### config.mk
export PLATFORM = sky130hd
export DESIGN_NAME = logic_unit
export DESIGN_NICKNAME = d
export VERILOG_FILES = /design/src/rtl/logic_unit.sv
export SDC_FILE = /design/constraint.sdc
export NUM_CORES = 1
export LEC_CHECK = 0
export ABC_AREA = 0
export BUFFER_PORTS_ARGS = -buffer_cell sky130_fd_sc_hd__buf_2
export CAP_MARGIN = 20
export CORE_MARGIN = 3
export CORE_UTILIZATION = 40
export CTS_BUF_LIST = sky130_fd_sc_hd__clkbuf_4
export DETAILED_ROUTE_END_ITERATION = 10
export PLACE_DENSITY_LB_ADDON = 0.1
export SYNTH_ARGS = -nofsm -noshare
export SYNTH_HDL_FRONTEND = slang
export SYNTH_SLANG_ARGS = --single-unit
### constraint.sdc
create_clock -name clk -period 2.5 [get_ports clk]
set_clock_uncertainty 0.05 [all_clocks]
set_input_delay 0.375 -clock clk [delete_from_list [all_inputs] [get_ports clk]]
set_output_delay 0.375 -clock clk [all_outputs]
set_load 0.01 [all_outputs]
### src/rtl/logic_unit.sv
// Registered bitwise logic lane (AND/OR/XOR/XNOR) with XOR-style accumulator,
// zero/parity flags and a saturating handshake counter. Parity: LOGIC_UNIT_PARITY_EN.
module logic_unit #(
    parameter int WIDTH = 4,
    parameter int CNT_W = 8
) (
    input  logic             clk,
    input  logic             rst_n,
    input  logic             in_valid,
    output logic             in_ready,
    input  logic [WIDTH-1:0] a,
    input  logic [WIDTH-1:0] b,
    input  logic [1:0]       op,
    input  logic             acc_mode,
    input  logic             acc_clr,
    output logic             out_valid,
    input  logic             out_ready,
    output logic [WIDTH-1:0] c,
    output logic             zero,
    output logic             parity,
    output logic [WIDTH-1:0] acc,
    output logic [CNT_W-1:0] count
);

    // valid/ready: a transfer happens on a rising edge where valid && ready;
    // the producer holds its data while valid && !ready, and ready never depends on valid.
    logic             accept;
    logic             handshake;
    logic [WIDTH-1:0] operand_b;
    logic [WIDTH-1:0] result;

    assign in_ready  = !out_valid || out_ready;
    assign accept    = in_valid && in_ready;
    assign handshake = out_valid && out_ready;
    assign operand_b = acc_mode ? acc : b;

    always_comb begin
        result = '0;
        case (op)
            2'b00:   result = a & operand_b;
            2'b01:   result = a | operand_b;
            2'b10:   result = a ^ operand_b;
            default: result = ~(a ^ operand_b);
        endcase
    end

    always_ff @(posedge clk or negedge rst_n) begin
        if (!rst_n) begin
            out_valid <= 1'b0;
            c         <= '0;
            zero      <= 1'b0;
        end else if (accept) begin
            out_valid <= 1'b1;
            c         <= result;
            zero      <= (result == '0);
        end else if (handshake) begin
            out_valid <= 1'b0;
        end
    end

    // Clear wins over the write-back; the same-cycle result still used the old acc.
    always_ff @(posedge clk or negedge rst_n) begin
        if (!rst_n) begin
            acc <= '0;
        end else if (acc_clr) begin
            acc <= '0;
        end else if (accept && acc_mode) begin
            acc <= result;
        end
    end

    always_ff @(posedge clk or negedge rst_n) begin
        if (!rst_n) begin
            count <= '0;
        end else if (handshake && (count != {CNT_W{1'b1}})) begin
            count <= count + 1'b1;
        end
    end

`ifdef LOGIC_UNIT_PARITY_EN
    always_ff @(posedge clk or negedge rst_n) begin
        if (!rst_n) begin
            parity <= 1'b0;
        end else if (accept) begin
            parity <= ^result;
        end
    end
`else
    assign parity = 1'b0;
`endif

endmodule

==> results.json <==
{
  "fillers": 247,
  "cp_max_fo": 3,
  "synth_most_common_cell": "dfrtp_1",
  "outcome": "finished, final reports clean",
  "cts_buffers": 3,
  "finalSetupTns_ns": 0,
  "synth_edf_count": 0,
  "crit_arrival_ns": 2.14,
  "synth_top_cell_by_area": "dfrtp_1",
  "cap_violations": 0,
  "io_pins": 36,
  "syn_area_um2": 1110,
  "synth-warning-count": 0,
  "clk_pin_slew_ns": 0.10,
  "rsz0062_at_grt": "false",
  "end_kind": "register",
  "cts_buffer_depth": 2,
  "synth_ff_type": "dfrtp_1",
  "ant_nets": 0,
  "async_flop_share": 1.00,
  "ir_drop_mv": 0.560,
  "synth_cells": 101,
  "wl_per_cell_um": 13.1,
  "synth_cell_types": 28,
  "fmax_ghz": 0.510,
  "grt_max_degree": 19,
  "cts_tree": "yes",
  "grt_pass1_vias": 874,
  "vias": 838,
  "slew_violations": 0,
  "hold_viol": 0,
  "hold_class": "primary input to register",
  "timing.final.crit_share": 0.784,
  "die_area_um2": 3440,
  "grt_overflow": 0,
  "wl_um": 2180,
  "crit_type": "register to register",
  "leakagePower_nw": 0.737,
  "reg2reg_setup_slack_ns": 0.54,
  "yosysSeqAreaShare": 0.406,
  "netlist_top_cells_area": "dfrtp_1 41%, mux2i_1 14%, ha_1 10%",
  "htree_num_levels": 1,
  "root_buffer": "clkbuf_4",
  "synth_commonest_cells": "18 x dfrtp_1, 15 x mux2i_1, 9 x ha_1, 9 x inv_1",
  "initial_core_util": 0.436,
  "grt_pass1_wl_um": 3750,
  "dieWidth_um": 58.6,
  "hold_buffers": 1,
  "cts_setup_buffers": 0,
  "clk_latency_ns": 0.29,
  "cts_resized": 0,
  "netlist.area_leader.share": 0.406,
  "period_needed_ns": 1.96,
  "vias_per_cell": 5.05,
  "clkSinkCount": 18,
  "finalSetupViolations": 0,
  "synth_seq_cells": 18,
  "final_nets": 162,
  "diodes": 0,
  "globalplace.congestion": 0.768,
  "drc_errors": 0,
  "syn_to_final_growth_pct": 19.5,
  "antenna_found_initial": 0,
  "startpoint_type": "register",
  "coreArea_um2": 2540,
  "firstDrtPassIters": 4,
  "cp.required_ns": 2.68,
  "drtIter0Drc": 26,
  "dieHeight_um": 58.6,
  "finalPower_mw": 0.896,
  "grt_use_total": 0.142,
  "hpwl_um": 1780,
  "power_density_nw_per_um2": 676,
  "rows": 18,
  "layout-drive-gt1-share": 0.360,
  "io_buffer_count": 34,
  "postSynthAreaPerCell_um2": 11.0,
  "synth_fp_nets": 126
}
cells in the final DEF, fill, tap and decap left out:
| cell | synthesis | layout |
|---|---|---|
| buf_2 | 1 | 34 |
| nand3_1 | 3 | 3 |
| clkbuf_4 | 0 | 3 |
| nor2_1 | 6 | 6 |
| or3_1 | 1 | 1 |
| xor2_1 | 1 | 1 |
| nor2b_4 | 1 | 1 |
| or2_2 | 1 | 1 |
| nand4_1 | 3 | 3 |
| mux2i_1 | 15 | 15 |
| o21ai_1 | 1 | 1 |
| mux2_2 | 7 | 7 |
| mux2_4 | 2 | 2 |
| mux2_1 | 2 | 2 |
| dfrtp_1 | 18 | 18 |
| conb_1 | 1 | 1 |
| ha_1 | 9 | 9 |
| mux2i_2 | 1 | 1 |
| a31oi_1 | 1 | 1 |
| clkinv_1 | 0 | 1 |
| dlygate4sd3_1 | 0 | 1 |
| nor3_1 | 1 | 1 |
| nand2_1 | 7 | 7 |
| nand2b_1 | 2 | 2 |
| a21oi_1 | 1 | 1 |
| xnor2_1 | 3 | 3 |
| or4_1 | 1 | 1 |
| inv_1 | 9 | 9 |
worst paths after layout:
path,start,endpoint,cells after the start
setup / recovery,acc[0],zero,6
hold / removal,acc_clr,acc[0],2
setup reg to reg,acc[0],zero,6
hold reg to reg,zero,zero,2
max in group asynchronous,rst_n,count[0],2
min in group asynchronous,rst_n,acc[0],2
per-stage QoR:
stage / hold WS, ns / instance area (um2) / instances / setup slack, ns / util
5_1_grt: 0.220 / 1330 / 166 / 0.345 / 0.521
2_1_floorplan: 0.0294 / 1110 / 101 / 0.394 / -
6_report: 0.228 / 1330 / 166 / 0.540 / 0.521
3_5_place_dp: 0.275 / 1290 / 161 / 0.301 / 0.506
4_1_cts: 0.218 / 1330 / 166 / 0.495 / 0.521
3_3_place_gp: 0.278 / 1290 / 161 / 0.369 / 0.506
per-layer routing:
layer  track usage  wire (um)
met5             0          0
met4        0.0291         18
met3        0.0417        117
met2         0.250       1160
met1         0.171        881
area by class of cell:
class	instances	area, um2	area share
clock inverter	1	3.75	0.00283
inverter	9	33.8	0.0255
multi-input combinational	70	597	0.450
timing repair buffer	35	180	0.136
sequential	18	450	0.340
tap	30	37.5	0.0283
clock buffer	3	22.5	0.0170
critical path, cell delays in order (launching register included):
cell and delay (ns):
dfrtp_1 0.41, mux2i_1 0.22, ha_1 0.28, mux2i_1 0.15
mux2i_1 0.14, or4_1 0.53, o21ai_1 0.12
state kept, by name (all words and copies together) (netlist names):
signal,count
acc,4
c,4
count,8
out_valid,1
zero,1
kinds of logic (layout without fill, tap and decap cells):
group                    Yosys count  count (layout)  share of synthesized area
multiplexers                      27              27                      0.266
AND/OR/NAND/NOR                   26              26                      0.121
flip-flops                        18              18                      0.406
buffers and inverters             13              48                     0.0553
adder cells (fa/ha/maj)            9               9                      0.102
XOR/XNOR                           4               4                     0.0316
AO/OA/AOI/OAI                      3               3                     0.0147
other                              1               1                    0.00338
power by group:
| part | leakage (nW) | total, mW | switching, mW | internal, mW |
|---|---|---|---|---|
| Sequential | 0.227 | 0.432 | 0.0695 | 0.362 |
| Clock | 0.0154 | 0.149 | 0.0905 | 0.0581 |
| Combinational | 0.495 | 0.316 | 0.157 | 0.158 |
Note: power is estimated with default switching activity, not from simulation.
